File: src/rtl/pulse_capture_pkg.sv
// Shared types and defaults for the pulse width/gap capture block.
// rec_t is the record layout at the default field width.
package pulse_capture_pkg;

   localparam int unsigned CntWDefault  = 16;
   localparam int unsigned DepthDefault = 4;

   typedef enum logic [1:0] {
      StIdle,
      StHigh,
      StLow
   } state_e;

   typedef struct packed {
      logic [CntWDefault-1:0] width;
      logic [CntWDefault-1:0] gap;
   } rec_t;

endpackage

File: src/rtl/pulse_capture_if.sv
// Record stream from pulse_capture to its consumer (valid/ready handshake).
interface pulse_capture_if #(
   parameter int unsigned CNT_W = 16
);

   logic             rec_valid;
   logic             rec_ready;
   logic [CNT_W-1:0] rec_width;
   logic [CNT_W-1:0] rec_gap;

   modport master (
      output rec_valid,
      output rec_width,
      output rec_gap,
      input  rec_ready
   );

   modport slave (
      input  rec_valid,
      input  rec_width,
      input  rec_gap,
      output rec_ready
   );

endinterface

File: src/rtl/pulse_rec_fifo.sv
// Synchronous record FIFO with registered full/empty flags.
// A push while full only lands when a pop frees the head slot in the same cycle.
module pulse_rec_fifo #(
   parameter int unsigned DEPTH  = 4,
   parameter type         data_t = logic
) (
   input  logic  clk,
   input  logic  rst,
   input  logic  push,
   input  logic  pop,
   input  data_t wdata,
   output data_t rdata,
   output logic  full,
   output logic  empty
);

   localparam int unsigned AW = $clog2(DEPTH);

   data_t         mem_q [DEPTH];
   logic [AW-1:0] wr_ptr_q, rd_ptr_q;
   logic [AW:0]   cnt_q, cnt_d;
   logic          full_q, empty_q;
   logic          do_push, do_pop;

   assign do_pop  = pop & ~empty_q;
   assign do_push = push & (~full_q | do_pop);

   always_comb begin
      cnt_d = cnt_q;
      if (do_push && !do_pop) begin
         cnt_d = cnt_q + (AW + 1)'(1);
      end else if (do_pop && !do_push) begin
         cnt_d = cnt_q - (AW + 1)'(1);
      end
   end

   always_ff @(posedge clk) begin
      if (rst) begin
         for (int i = 0; i < DEPTH; i++) begin
            mem_q[i] <= '0;
         end
         wr_ptr_q <= '0;
         rd_ptr_q <= '0;
         cnt_q    <= '0;
         full_q   <= 1'b0;
         empty_q  <= 1'b1;
      end else begin
         if (do_push) begin
            mem_q[wr_ptr_q] <= wdata;
            wr_ptr_q        <= wr_ptr_q + AW'(1);
         end
         if (do_pop) begin
            rd_ptr_q <= rd_ptr_q + AW'(1);
         end
         cnt_q   <= cnt_d;
         full_q  <= (cnt_d == (AW + 1)'(DEPTH));
         empty_q <= (cnt_d == '0);
      end
   end

   assign rdata = mem_q[rd_ptr_q];
   assign full  = full_q;
   assign empty = empty_q;

endmodule

File: src/rtl/pulse_capture.sv
// Measures high time and preceding low time of each pulse on sig_in and queues
// {width, gap} records; the first pulse after idle reports a gap of 0.
module pulse_capture
   import pulse_capture_pkg::*;
#(
   parameter int unsigned CNT_W = CntWDefault,
   parameter int unsigned DEPTH = DepthDefault
) (
   input  logic            clk,
   input  logic            rst,
   input  logic            sig_in,
   input  logic            en,
   input  logic            clr_ovf,
   output logic            overflow,
   pulse_capture_if.master rec
);

   // Same layout as rec_t, sized to this instance's CNT_W.
   typedef struct packed {
      logic [CNT_W-1:0] width;
      logic [CNT_W-1:0] gap;
   } rec_n_t;

   localparam logic [CNT_W-1:0] CntMax = '1;

   state_e           state_q, state_d;
   logic             sig_d_q;
   logic [CNT_W-1:0] width_q, width_d;
   logic [CNT_W-1:0] gap_q, gap_d;
   logic [CNT_W-1:0] gap_lat_q, gap_lat_d;
   logic             ovf_q, ovf_d;
   logic             rise, fall;
   logic             push, pop, drop;
   logic             fifo_full, fifo_empty;
   rec_n_t           push_rec, head_rec;

   assign rise = sig_in & ~sig_d_q;
   assign fall = ~sig_in & sig_d_q;

   always_ff @(posedge clk) begin
      if (rst) begin
         state_q   <= StIdle;
         sig_d_q   <= 1'b0;
         width_q   <= '0;
         gap_q     <= '0;
         gap_lat_q <= '0;
         ovf_q     <= 1'b0;
      end else begin
         state_q   <= state_d;
         sig_d_q   <= sig_in;
         width_q   <= width_d;
         gap_q     <= gap_d;
         gap_lat_q <= gap_lat_d;
         ovf_q     <= ovf_d;
      end
   end

   always_comb begin
      state_d = state_q;
      if (!en) begin
         state_d = StIdle;
      end else begin
         unique case (state_q)
            StIdle:  if (rise) state_d = StHigh;
            StHigh:  if (fall) state_d = StLow;
            StLow:   if (rise) state_d = StHigh;
            default: state_d = StIdle;
         endcase
      end
   end

   always_comb begin
      width_d   = width_q;
      gap_d     = gap_q;
      gap_lat_d = gap_lat_q;
      push      = 1'b0;
      if (!en) begin
         width_d   = '0;
         gap_d     = '0;
         gap_lat_d = '0;
      end else begin
         unique case (state_q)
            StIdle: begin
               if (rise) begin
                  width_d   = CNT_W'(1);
                  gap_lat_d = '0;
               end
            end
            StHigh: begin
               if (fall) begin
                  push  = 1'b1;
                  gap_d = CNT_W'(1);
               end else if (sig_in && width_q != CntMax) begin
                  width_d = width_q + CNT_W'(1);
               end
            end
            StLow: begin
               if (rise) begin
                  gap_lat_d = gap_q;
                  width_d   = CNT_W'(1);
               end else if (!sig_in && gap_q != CntMax) begin
                  gap_d = gap_q + CNT_W'(1);
               end
            end
            default: ;
         endcase
      end
   end

   assign push_rec = '{width: width_q, gap: gap_lat_q};
   assign pop      = ~fifo_empty & rec.rec_ready;
   assign drop     = push & fifo_full & ~pop;

   // A drop in the same cycle as clr_ovf still leaves the flag set.
   always_comb begin
      ovf_d = ovf_q;
      if (drop) begin
         ovf_d = 1'b1;
      end else if (clr_ovf) begin
         ovf_d = 1'b0;
      end
   end

   pulse_rec_fifo #(
      .DEPTH  (DEPTH),
      .data_t (rec_n_t)
   ) u_fifo (
      .clk   (clk),
      .rst   (rst),
      .push  (push),
      .pop   (pop),
      .wdata (push_rec),
      .rdata (head_rec),
      .full  (fifo_full),
      .empty (fifo_empty)
   );

   assign rec.rec_valid = ~fifo_empty;
   assign rec.rec_width = head_rec.width;
   assign rec.rec_gap   = head_rec.gap;
   assign overflow      = ovf_q;

endmodule

File: src/flat_wrapper.sv
// flat-port wrapper written by rule: the top's interface ports become plain ports
module pulse_capture_flat import pulse_capture_pkg::*;
#(
   parameter int unsigned CNT_W = CntWDefault,
   parameter int unsigned DEPTH = DepthDefault
)
  (clk, rst, sig_in, en, clr_ovf, overflow, rec_rec_valid, rec_rec_width, rec_rec_gap, rec_rec_ready);
  pulse_capture_if #(.CNT_W(CNT_W)) rec_i ();
  input  logic clk;
  input  logic rst;
  input  logic sig_in;
  input  logic en;
  input  logic clr_ovf;
  output logic overflow;
  output wire logic [$bits(rec_i.rec_valid)-1:0] rec_rec_valid;
  output wire logic [$bits(rec_i.rec_width)-1:0] rec_rec_width;
  output wire logic [$bits(rec_i.rec_gap)-1:0] rec_rec_gap;
  input wire logic [$bits(rec_i.rec_ready)-1:0] rec_rec_ready;
  assign rec_rec_valid = rec_i.rec_valid;
  assign rec_rec_width = rec_i.rec_width;
  assign rec_rec_gap = rec_i.rec_gap;
  assign rec_i.rec_ready = rec_rec_ready;
  pulse_capture #(.CNT_W(CNT_W), .DEPTH(DEPTH)) u_core (.clk(clk), .rst(rst), .sig_in(sig_in), .en(en), .clr_ovf(clr_ovf), .overflow(overflow), .rec(rec_i));
endmodule
File: config.mk
export PLATFORM = sky130hd
export DESIGN_NAME = pulse_capture_flat
export DESIGN_NICKNAME = d
export VERILOG_FILES = /design/src/rtl/pulse_capture_pkg.sv /design/src/rtl/pulse_capture_if.sv /design/src/rtl/pulse_rec_fifo.sv /design/src/rtl/pulse_capture.sv /design/src/flat_wrapper.sv
export SDC_FILE = /design/constraint.sdc
export NUM_CORES = 1
export LEC_CHECK = 0
export ABC_AREA = 1
export BUFFER_PORTS_ARGS = -buffer_cell sky130_fd_sc_hd__clkbuf_2
export CAP_MARGIN = 20
export CORE_UTILIZATION = 55
export DETAILED_ROUTE_END_ITERATION = 12
export GPL_ROUTABILITY_DRIVEN = 0
export GPL_TIMING_DRIVEN = 0
export PLACE_DENSITY = 0.75
export SLEW_MARGIN = 20
export SYNTH_ARGS = -nofsm -noshare
export SYNTH_HDL_FRONTEND = slang
export SYNTH_SLANG_ARGS = --single-unit
File: constraint.sdc
create_clock -name clk -period 5.06 [get_ports clk]
set_input_delay 1.518 -clock clk [delete_from_list [all_inputs] [get_ports clk]]
set_output_delay 1.518 -clock clk [all_outputs]
set_load 0.03 [all_outputs]
### After elaboration in Yosys (flattened, before gate mapping)

Memories as Yosys holds them, arrays and structs flattened. A register that Yosys moved wholly into a read port is not among the register bits.
Cells that the tools add are included.

* flip-flop bits (word level): 61
* memory bits (writable): 128
* output and inout port bits: 34
* memories: 1

* add/sub/neg operators: 6
* eq/ne operators: 13
* muxes and demuxes: 31
* bitwise logic cells: 14
* reductions and logical operators: 20

Memories
* u_core.u_fifo.mem_q: words 4, width 32, read ports 1, clocked after memory_dff 1, wr ports 4, RTL line pulse_rec_fifo.sv:19 `data_t mem_q [DEPTH];`

Operators by type and width (count)
* 16-bit two-way mux: 8
* 16-bit one-hot mux with 2 select lines: 3
* 16-bit by 1-bit adder with 16-bit output (second input constant): 2
* 32-bit two-way mux: 1
* 16-bit != test (second input constant): 2
* 32-bit OR reduction: 1
* 2-bit by 1-bit != test with 1-bit output (second input constant): 6
* 1-bit two-way mux: 11
* 2-bit two-way mux: 5
* 4-bit AND reduction: 2
* 2-bit nonzero test: 4
* 1-bit bitwise AND: 7
* 3-bit two-way mux: 2
* 1-bit inverter: 6
* 2-bit by 1-bit adder with 2-bit output (second input constant): 2
* 1-bit logical AND: 4
* 2-bit != test (second input constant): 2
* 2-bit one-hot mux with 2 select lines: 1
* 2-bit OR reduction: 2
* 3-bit by 1-bit adder with 3-bit output (second input constant): 1
* 3-bit equality test (second input constant): 1
* 1-bit zero test: 3
* 3-bit zero test: 1
* 3-bit AND reduction: 1
* other kinds (6): 6

### Longest topological paths before layout

Gate-level depths: netlist of the first run.

* depth after elaboration: 11
* mapped depth: 12

### By module

From an unflattened synthesis of the first run, not the netlist that was laid out.

* cell total of the unflattened synthesis: 989
* area, all modules: 8722.1 µm²

By module, submodules not included
* pulse_rec_fifo: times used 1, cells each 567, area each 5997.0 µm², sequential area each 4063.9 µm²
* pulse_capture: times used 1, cells each 422, area each 2725.1 µm², sequential area each 1041.0 µm²

### Worst setup path after synthesis of the first run

Ideal clock, no wire load.

* kind: input port to flip-flop
* from: input sig_in
* to: memory u_core.u_fifo.mem_q[3][0] in the netlist's numbering, enable pin
* data arrival time: 4.358 ns
* data required time: 4.590 ns
* setup slack: 0.232 ns
* stages on the path: 5
* buffers on the path: 0
* cells stage by stage: nor2_1 > nand3_2 > inv_2 > o21ai_2 > o31ai_1

RTL lines
* start, declared: RTL line flat_wrapper.sv:11 `input logic sig_in;`
* end, declared: RTL line pulse_rec_fifo.sv:19

==> flow_metrics.py, run 1 <==
metrics = {
    "finish": {
        "layout_commonest_cell": "nor2_1",
        "final_cell_mix": "213 x nor2_1, 171 x nand2_1, 128 x edfxtp_1, 73 x o21ai_0, 71 x inv_1",
        "final_area_mm2": 0.00995,
        "antenna_cells": 0,
        "drive_above_1_share_pct": 9.82,
        "utilization_pct": 64.7,
        "fillers": 1225,
        "fin_nets": 1076,
        "syn_to_final_growth_pct": 13.7,
    },
    "setup_path": {
        "timing.reg2reg.setup_slack_ns": 2.41,
        "reg2reg_depth": 12,
        "worstReg2RegStart": "u_core.state_q[0]$_SDFFE_PP0P_",
        "arrival_ns": 2.51,
        "start_kind": "flip-flop",
        "crit_fanout": 10,
        "worstSetupEndpointType": "primary output",
        "critPathRequiredTime_ns": 3.54,
        "reg2reg_to": "u_core.u_fifo.mem_q[0][14]$_SDFFCE_PN0P_",
        "crit_type": "reg2out",
    },
    "placement": {
        "place_area_mm2": 0.00933,
        "dp_hpwl_mm": 14.2,
        "port_buffers": 38,
    },
    "pwr": {
        "ir_worst_vdd_mv": 0.254,
        "p_leak_nw": 3.28,
        "p_per_area_mw_per_mm2": 367,
        "total_power_mw": 3.65,
    },
    "synth": {
        "ys_ff_latch": 191,
        "ys_seq_area_share_pct": 58.4,
        "synthCells": 1004,
        "synth_warnings": 0,
        "synth_cell_types": 28,
        "syn_avg_cell_area_um2": 8.71,
        "syn_area_mm2": 0.00875,
        "synth_fp_nets": 1014,
    },
    "floorplanning": {
        "rows": 45,
        "die_h_um": 128,
        "boundaryPins": 40,
        "start_util_pct": 56.9,
        "dieArea_mm2": 0.0164,
        "coreArea_mm2": 0.0154,
        "fp.dieW_um": 128,
    },
    "clock_tree": {
        "htree_levels": 4,
        "cts_made_buffers": 17,
        "cts_setup_buffers": 0,
        "cts_resized": 0,
        "clkSlewWorstSetupHoldPaths_ns": 0.07,
        "cts_buffer_depth": 2,
        "holdBufCountCts": 0,
        "cts_tree": "yes",
        "cts_sinks": 191,
        "clk_latency_ns": 0.45,
        "cts_root_buf": "clkbuf_16",
    },
    "timing": {
        "fmax_ghz": 0.248,
        "fin_crit_sh_pct": 79.7,
        "fin_crit_ns": 4.03,
        "hold_viol": 0,
        "worst_pin_slew_ns": 0.746,
        "skew_ns": 0.00772,
        "slew_violations": 0,
        "slew_headroom_pct": 50.3,
        "setup_viol": 0,
        "rsz0062_at_grt": "no",
    },
    "global_route": {
        "grt_pass1_vias": 6665,
        "grt_start_max_net_pins": 25,
        "antenna_found_initial": 0,
        "grt_first_pass_wirelength_mm": 32.9,
        "overflow": 0,
        "grtUsageTotal_pct": 26.6,
    },
    "worst_hold_path": {
        "min_to": "u_core.gap_lat_q[8]$_SDFFE_PP0P_",
        "worstHoldStart": "u_core.gap_lat_q[8]$_SDFFE_PP0P_",
        "min_path_cells": 2,
        "holdCritPathClass": "reg2reg",
    },
    "route": {
        "drtPass1Iterations": 5,
        "drc": 0,
        "routed_via_density": 5.57,
        "drt_iter0_markers": 743,
        "wl_per_cell_um": 16.0,
        "ant_nets": 0,
        "totalWireLength_mm": 20.7,
        "vias": 7186,
    },
    "flow_run": {
        "maxCapViolations": 0,
    },
    "run_status": {
        "status": "complete, no violations",
    },
}
flip-flops by register name, summed over array words and instances (netlist names), named ones only:
register	count
u_core.u_fifo.rd_ptr_q	2
u_core.overflow	1
u_core.u_fifo.mem_q	128
u_core.width_q	16
u_core.gap_q	16
u_core.u_fifo.empty	1
u_core.u_fifo.cnt_q	3
u_core.u_fifo.wr_ptr_q	2
u_core.state_q	2
u_core.gap_lat_q	16
u_core.u_fifo.full	1
u_core.sig_d_q	1
cell usage after synthesis, drive strengths merged:
cell    count  area share [%]
nor2      226              10
nand2     173             7.5
edfxtp    128              44
o21ai      76             4.4
inv        73             3.1
nor3       69             3.9
dfxtp      63              14
a21oi      49             2.8
clkbuf     40             1.7
o22ai      32             2.3
nand3      30             1.8
nand4      13            0.93
buf        12             1.0
xor2        8            0.80
ha          4            0.57
clkinv      3            0.13
xnor2       2            0.20
nor3b       1           0.086
o31ai       1           0.086
or2         1           0.072
how the worst max path moves through the flow:
| stage | from | to | cells after the start |
|---|---|---|---|
| floorplan | sig_in | u_core.u_fifo.mem_q[3][0]$_DFFE_PP_ | 5 |
| global placement | sig_in | u_core.u_fifo.mem_q[3][14]$_DFFE_PP_ | 6 |
| detailed placement | sig_in | u_core.u_fifo.mem_q[0][10]$_SDFFCE_PN0P_ | 12 |
| CTS | flip-flop | rec_rec_width[11] | 6 |
| global route | flip-flop | rec_rec_width[13] | 6 |
| finish | flip-flop | rec_rec_width[13] | 6 |
layer usage:
| metal | vias to the layer above | GRT usage, % | routed length [um] |
|---|---|---|---|
| li1 | 3501 | - | - |
| met1 | 3353 | 34.8 | 8730 |
| met2 | 293 | 43.8 | 9970 |
| met3 | 39 | 5.05 | 1600 |
| met4 | 0 | 10.4 | 371 |
| met5 | - | 0 | 0 |
power by group:
part | total (mW) | internal [mW] | switching (mW) | leakage (nW)
registers | 1.74 | 1.72 | 0.0222 | 1.79
clock network | 1.38 | 0.804 | 0.580 | 0.285
logic | 0.525 | 0.138 | 0.387 | 1.21
cell type report:
class	instances	area, um2	area share (%)
well taps	211	264	2.65
inverters	76	285	2.87
repair buffers	43	283	2.84
multi-input cells	685	3160	31.7
flip-flops and latches	191	5100	51.3
plain buffers	52	239	2.40
clock inverters	12	159	1.60
clock buffers	20	457	4.59
logic make-up after synthesis:
logic type / synth area share, %
compound gates: 9.57
fa+ha+maj: 0.572
flops: 58.4
buf+inv: 5.99
xor+xnor: 1.00
simple gates: 24.5
per-stage QoR:
step / cells / hold slack (ns) / setup WS (ns) / setup TNS, ns
4_1_cts: 1290 / 0.463 / 1.07 / 0
2_1_floorplan: 1004 / 0.441 / 0.232 / 0
3_5_place_dp: 1258 / 0.454 / 1.33 / 0
5_1_grt: 1290 / 0.477 / 0.818 / 0
6_report: 1290 / 0.464 / 1.03 / 0
3_3_place_gp: 1253 / 0.450 / -1.75 / -131.25
worst max-delay path, cell delays in order, from the launching register on:
cell,delay (ns)
dfxtp_1,0.36
clkbuf_1,0.37
clkinv_1,0.40
clkbuf_1,0.34
o21ai_0,0.22
o22ai_1,0.14
clkbuf_2,0.22
(Power assumes the default switching activity.)
==> inputs of run 2 (changes only) <==
==> constraint.sdc (replaced) <==
create_clock -name clk -period 3.3 [get_ports clk]
set_input_delay 0.99 -clock clk [delete_from_list [all_inputs] [get_ports clk]]
set_output_delay 0.99 -clock clk [all_outputs]
set_load 0.03 [all_outputs]
==> run 2 against run 1 <==
  * Wire length shrank 1.0%
  * Cell area is essentially flat
  * Sequential share of layout area is essentially flat
  * Clock skew grew 0.0054 ns
  * Clock power grew 46%
  * Utilization is essentially flat
  * Global-route usage shrank 0.41 points
  * Critical path depth shrank 1
  * Total power grew 51%
  * Worst setup slack lost 0.82 ns
  * Count of clock-buffer cells in the layout grew 2
  * Final cell count is the same
  * Critical path type unchanged
==> flow_metrics.py, run 2 (synthesis gave the netlist of run 1 again) <==
metrics = {
    "route": {
        "routed_via_density": 5.51,
        "totalWireLength_mm": 20.5,
        "drt_iter0_markers": 552,
        "drc": 0,
        "wl_met1_mm": 9.03,
        "vias": 7106,
        "wl_per_cell_um": 15.9,
        "ant_nets": 0,
        "wl_met3_mm": 1.34,
        "routed.top_layer": "met4",
        "wl_met2_mm": 9.75,
        "drtPass1Iterations": 5,
    },
    "clock_tree": {
        "clkSlewWorstSetupHoldPaths_ns": 0.07,
        "clk_latency_ns": 0.43,
        "htree_levels": 4,
        "cts_sinks": 191,
        "cts_buffer_depth": 2,
        "holdBufCountCts": 0,
        "cts_root_buf": "clkbuf_16",
        "cts_tree": "yes",
        "cts_made_buffers": 17,
    },
    "pwr": {
        "ir_worst_vdd_mv": 0.337,
        "p_per_area_mw_per_mm2": 553,
        "power.switching_mw": 1.51,
        "seqPwrFrac_pct": 48.6,
        "p_comb_share_pct": 14.5,
        "p_leak_nw": 3.29,
        "switching_share_pct": 27.5,
        "total_power_mw": 5.50,
        "internal-power_mw": 3.98,
        "clkPwrFrac_pct": 36.8,
    },
    "setup_path": {
        "reg2reg_depth": 12,
        "slowest_delay_ns": 0.42,
        "start_kind": "flip-flop",
        "arrival_ns": 2.10,
        "crit_type": "reg2out",
        "worstSetupEndpointType": "primary output",
        "critPathRequiredTime_ns": 2.31,
        "crit_fanout": 11,
        "cp_slowest_cell": "clkbuf_1",
        "crit_path_cell_trace": "clkinv_2 > clkbuf_1 > o21ai_0 > o22ai_1 > clkbuf_2",
    },
    "timing": {
        "hold_slack_ns": 0.464,
        "setup_viol": 0,
        "fmax_ghz": 0.323,
        "slew_violations": 0,
        "skew_ns": 0.0132,
        "slew_headroom_pct": 59.6,
        "fin_crit_sh_pct": 93.7,
        "worst_pin_slew_ns": 0.603,
        "hold_viol": 0,
        "fin_crit_ns": 3.09,
        "rsz0062_at_grt": "no",
    },
    "floorplanning": {
        "coreArea_mm2": 0.0154,
        "dieArea_mm2": 0.0164,
        "start_util_pct": 56.9,
        "boundaryPins": 40,
        "fp.dieW_um": 128,
        "rows": 45,
        "die_h_um": 128,
    },
    "run_status": {
        "status": "complete, no violations",
    },
    "worst_hold_path": {
        "min_path_cells": 2,
        "holdCritPathClass": "reg2reg",
    },
    "finish": {
        "final_cell_mix": "213 x nor2_1, 171 x nand2_1, 128 x edfxtp_1, 73 x o21ai_0, 71 x inv_1",
        "fin_cells": 1290,
        "utilization_pct": 64.7,
        "top_register": "u_core.u_fifo.mem_q",
        "drive_above_1_share_pct": 9.82,
        "fin_nets": 1076,
        "fillers": 1242,
        "multi_input_area_mm2": 0.00316,
        "seq_area_mm2": 0.00511,
        "largest_reg_flops": 128,
        "antenna_cells": 0,
        "syn_to_final_growth_pct": 13.7,
        "layout_commonest_cell": "nor2_1",
    },
    "global_route": {
        "antenna_found_initial": 0,
        "grt_pass1_vias": 6540,
        "grt_start_max_net_pins": 23,
        "grt_first_pass_wirelength_mm": 32.7,
        "overflow": 0,
        "grtUsageTotal_pct": 26.2,
    },
    "flow_run": {
        "maxCapViolations": 0,
    },
    "placement": {
        "dp_hpwl_mm": 14.2,
        "place_inst": 1259,
        "port_buffers": 38,
    },
}
[run 2: changes by cell type in the layout (fill, tap and decap cells not counted), sizes merged]
| cell | before | now |
|---|---|---|
| clkinvlp | 5 | 1 |
| bufinv | 3 | 1 |
| clkinv | 6 | 8 |
| inv | 74 | 76 |
| buf | 17 | 18 |
| clkbuf | 98 | 99 |
[run 2: critical path: cells and delay by family (launching register included)]
kind | cells | cell delay (ns)
buffers and inverters | 3 | 0.85
AO/OA/AOI/OAI | 2 | 0.41
flip-flops | 1 | 0.40
[run 2: power groups by stage]
stage | sequential, mW | combinational, mW | clock, mW
detailed placement | 2.72 | 0.807 | 0
CTS | 2.67 | 0.802 | 2.04
finish | 2.67 | 0.800 | 2.02
global route | 2.68 | 0.865 | 2.13
floorplan | 2.71 | 0.559 | 0
global placement | 2.72 | 0.780 | 0
[run 2: worst paths after layout]
check | slack, ns | to | start
max | 0.21 | rec_rec_width[13] | flip-flop
min | 0.46 | u_core.gap_lat_q[8]$_SDFFE_PP0P_ | u_core.gap_lat_q[8]$_SDFFE_PP0P_
max reg2reg | 0.56 | u_core.u_fifo.mem_q[0][12]$_SDFFCE_PN0P_ | u_core.state_q[0]$_SDFFE_PP0P_
min reg2reg | 0.46 | u_core.gap_lat_q[8]$_SDFFE_PP0P_ | u_core.gap_lat_q[8]$_SDFFE_PP0P_
[run 2: final cells by class]
class	instances	share of cell area, %
Inverter	76	2.88
Sequential cell	191	51.3
Clock inverter	10	0.994
Multi-Input combinational cell	685	31.7
Timing Repair Buffer	44	3.12
Buffer	51	2.37
Clock buffer	22	4.89
Tap cell	211	2.65
[run 2: through the flow]
step / setup TNS [ns] / setup WS [ns] / area [um2]
after floorplan: -55.45 / -0.866 / 8750
after global placement: -207.40 / -2.40 / 9210
after detailed placement: -1.61 / -0.0909 / 9360
after CTS: 0 / 0.0997 / 9940
after global routing: 0 / 0.160 / 9940
final: 0 / 0.208 / 9940
[run 2: timing repair]
action / CTS / global route
setup endpoints to repair: 32 / 2
gates resized for setup: 1 / 1
buffers inserted: 0 / 0
[run 2: routing by layer]
metal | global-route usage [%] | up-vias
li1 | - | 3500
met1 | 34.9 | 3303
met2 | 43.1 | 275
met3 | 4.67 | 28
met4 | 9.34 | 0
met5 | 0 | -
==> inputs of run 3 (changes only) <==
--- a/config.mk
+++ b/config.mk
@@ -6,10 +6,10 @@
 export NUM_CORES = 1
 export LEC_CHECK = 0
 export ABC_AREA = 1
-export BUFFER_PORTS_ARGS = -buffer_cell sky130_fd_sc_hd__clkbuf_2
 export CAP_MARGIN = 20
-export CORE_UTILIZATION = 55
+export CORE_UTILIZATION = 57
 export DETAILED_ROUTE_END_ITERATION = 12
+export DONT_BUFFER_PORTS = 1
 export GPL_ROUTABILITY_DRIVEN = 0
 export GPL_TIMING_DRIVEN = 0
 export PLACE_DENSITY = 0.75
==> run 3 against run 2 <==
  * Count of clock-buffer cells in the layout shrank 5
  * Register-to-register slack lost 0.09 ns
  * Via count shrank 0.72%
  * Critical endpoint is now rec_rec_width[2]
==> flow_metrics.py, run 3 (synthesis gave the netlist of run 1 again) <==
metrics = {
    "pwr": {
        "p_leak_nw": 3.21,
        "clkPwrFrac_pct": 38.2,
        "p_per_area_mw_per_mm2": 563,
        "switching_share_pct": 28.0,
        "p_comb_share_pct": 14.0,
        "ir_worst_vdd_mv": 0.370,
        "power.switching_mw": 1.57,
        "total_power_mw": 5.59,
        "internal-power_mw": 4.02,
        "seqPwrFrac_pct": 47.8,
    },
    "floorplanning": {
        "die_h_um": 126,
        "rows": 44,
        "dieArea_mm2": 0.0158,
        "boundaryPins": 40,
        "start_util_pct": 59.3,
        "fp.dieW_um": 126,
        "coreArea_mm2": 0.0148,
    },
    "setup_path": {
        "worstSetupEndpointType": "primary output",
        "critPathRequiredTime_ns": 2.31,
        "reg2reg_depth": 11,
        "cp-endpoint": "rec_rec_width[2]",
        "crit_fanout": 11,
        "reg2reg_to": "u_core.u_fifo.mem_q[0][9]$_SDFFCE_PN0P_",
        "arrival_ns": 2.20,
        "start_kind": "flip-flop",
        "timing.reg2reg.setup_slack_ns": 0.47,
        "crit_type": "reg2out",
        "worstReg2RegStart": "u_core.u_fifo.empty$_SDFF_PP1_",
    },
    "route": {
        "vias": 7055,
        "drtPass1Iterations": 5,
        "routed_via_density": 5.76,
        "drc": 0,
        "totalWireLength_mm": 20.8,
        "ant_nets": 0,
        "drt_iter0_markers": 734,
        "wl_per_cell_um": 17.0,
    },
    "timing": {
        "worst_pin_slew_ns": 0.658,
        "fin_crit_ns": 3.19,
        "skew_ns": 0.00787,
        "fin_crit_sh_pct": 96.6,
        "setup_tns_ns": 0,
        "setup_viol": 0,
        "rsz0062_at_grt": "no",
        "fmax_ghz": 0.314,
        "slew_violations": 0,
        "slew_headroom_pct": 55.9,
        "hold_slack_ns": 0.467,
        "hold_viol": 0,
    },
    "finish": {
        "syn_to_final_growth_pct": 13.4,
        "fillers": 1186,
        "fin_nets": 1037,
        "final_cell_mix": "213 x nor2_1, 171 x nand2_1, 128 x edfxtp_1, 73 x o21ai_0, 71 x inv_1",
        "layout_commonest_cell": "nor2_1",
        "largest_reg_flops": 128,
        "antenna_cells": 0,
        "top_register": "u_core.u_fifo.mem_q",
        "drive_above_1_share_pct": 9.52,
    },
    "run_status": {
        "status": "complete, no violations",
    },
    "clock_tree": {
        "clk_latency_ns": 0.44,
        "clkSlewWorstSetupHoldPaths_ns": 0.06,
        "htree_levels": 4,
        "cts_made_buffers": 17,
        "cts_setup_buffers": 0,
        "cts_tree": "yes",
        "cts_buffer_depth": 2,
        "cts_root_buf": "clkbuf_16",
        "cts_sinks": 191,
    },
    "worst_hold_path": {
        "holdCritPathClass": "reg2reg",
        "min_path_cells": 2,
    },
    "global_route": {
        "grtUsageTotal_pct": 27.4,
        "antenna_found_initial": 0,
        "overflow": 0,
        "grt_first_pass_wirelength_mm": 33.5,
        "grt_start_max_net_pins": 22,
        "grt_pass1_vias": 6565,
    },
    "flow_run": {
        "maxCapViolations": 0,
    },
    "placement": {
        "port_buffers": 0,
        "dp_hpwl_mm": 13.8,
    },
}
-- run 3: worst min path at each step --
stage | slack [ns] | start | end
finish | 0.47 | u_core.gap_lat_q[3]$_SDFFE_PP0P_ | u_core.gap_lat_q[3]$_SDFFE_PP0P_
global route | 0.49 | u_core.gap_lat_q[1]$_SDFFE_PP0P_ | u_core.gap_lat_q[1]$_SDFFE_PP0P_
CTS | 0.47 | u_core.gap_lat_q[3]$_SDFFE_PP0P_ | u_core.gap_lat_q[3]$_SDFFE_PP0P_
detailed placement | 0.46 | u_core.gap_lat_q[4]$_SDFFE_PP0P_ | u_core.gap_lat_q[4]$_SDFFE_PP0P_
global placement | 0.45 | u_core.gap_lat_q[2]$_SDFFE_PP0P_ | u_core.gap_lat_q[2]$_SDFFE_PP0P_
floorplan | 0.44 | u_core.gap_lat_q[0]$_SDFFE_PP0P_ | u_core.gap_lat_q[0]$_SDFFE_PP0P_
-- run 3: through the flow --
| stage | std cells | util (%) | area, um2 | worst slack [ns] |
|---|---|---|---|---|
| 2_1_floorplan | 1004 | - | 8750 | -0.866 |
| 3_3_place_gp | 1188 | 60.9 | 8980 | -2.38 |
| 3_5_place_dp | 1193 | 61.9 | 9130 | 0.0622 |
| 4_1_cts | 1225 | 67.1 | 9910 | 0.00477 |
| 5_1_grt | 1224 | 67.2 | 9920 | 0.0378 |
| 6_report | 1224 | 67.2 | 9920 | 0.112 |
-- run 3: repair_timing --
item / 4_1_cts / 5_1_grt
hold buffers: 0 / 0
gates resized for setup: 28 / 3
endpoints found under the setup margin: 26 / 26
-- run 3: area by class of cell --
class	instances	area, um2	area share (%)
well taps	184	230	2.32
plain buffers	51	235	2.37
flip-flops and latches	191	5100	51.5
inverters	76	287	2.89
clock buffers	17	425	4.29
multi-input cells	685	3340	33.7
repair buffers	5	113	1.13
clock inverters	15	183	1.84
-- run 3: metal layers --
metal	track usage, %	part of all wire (%)
met5	0	0
met4	9.85	1.8
met3	5.14	9.4
met2	43.7	47
met1	37.7	42
-- run 3: power by group through the flow --
| stage | combinational, mW | clock (mW) | sequential [mW] |
|---|---|---|---|
| final | 0.785 | 2.13 | 2.67 |
| after detailed placement | 0.724 | 0 | 2.72 |
| after global placement | 0.698 | 0 | 2.72 |
| after CTS | 0.786 | 2.14 | 2.66 |
| after floorplan | 0.559 | 0 | 2.71 |
| after global routing | 0.843 | 2.23 | 2.68 |
-- run 3: worst max-delay path: stages, from the launching register on --
cell      delay [ns]
dfxtp_1         0.58
clkbuf_1        0.45
o21ai_0         0.17
o22ai_1         0.56
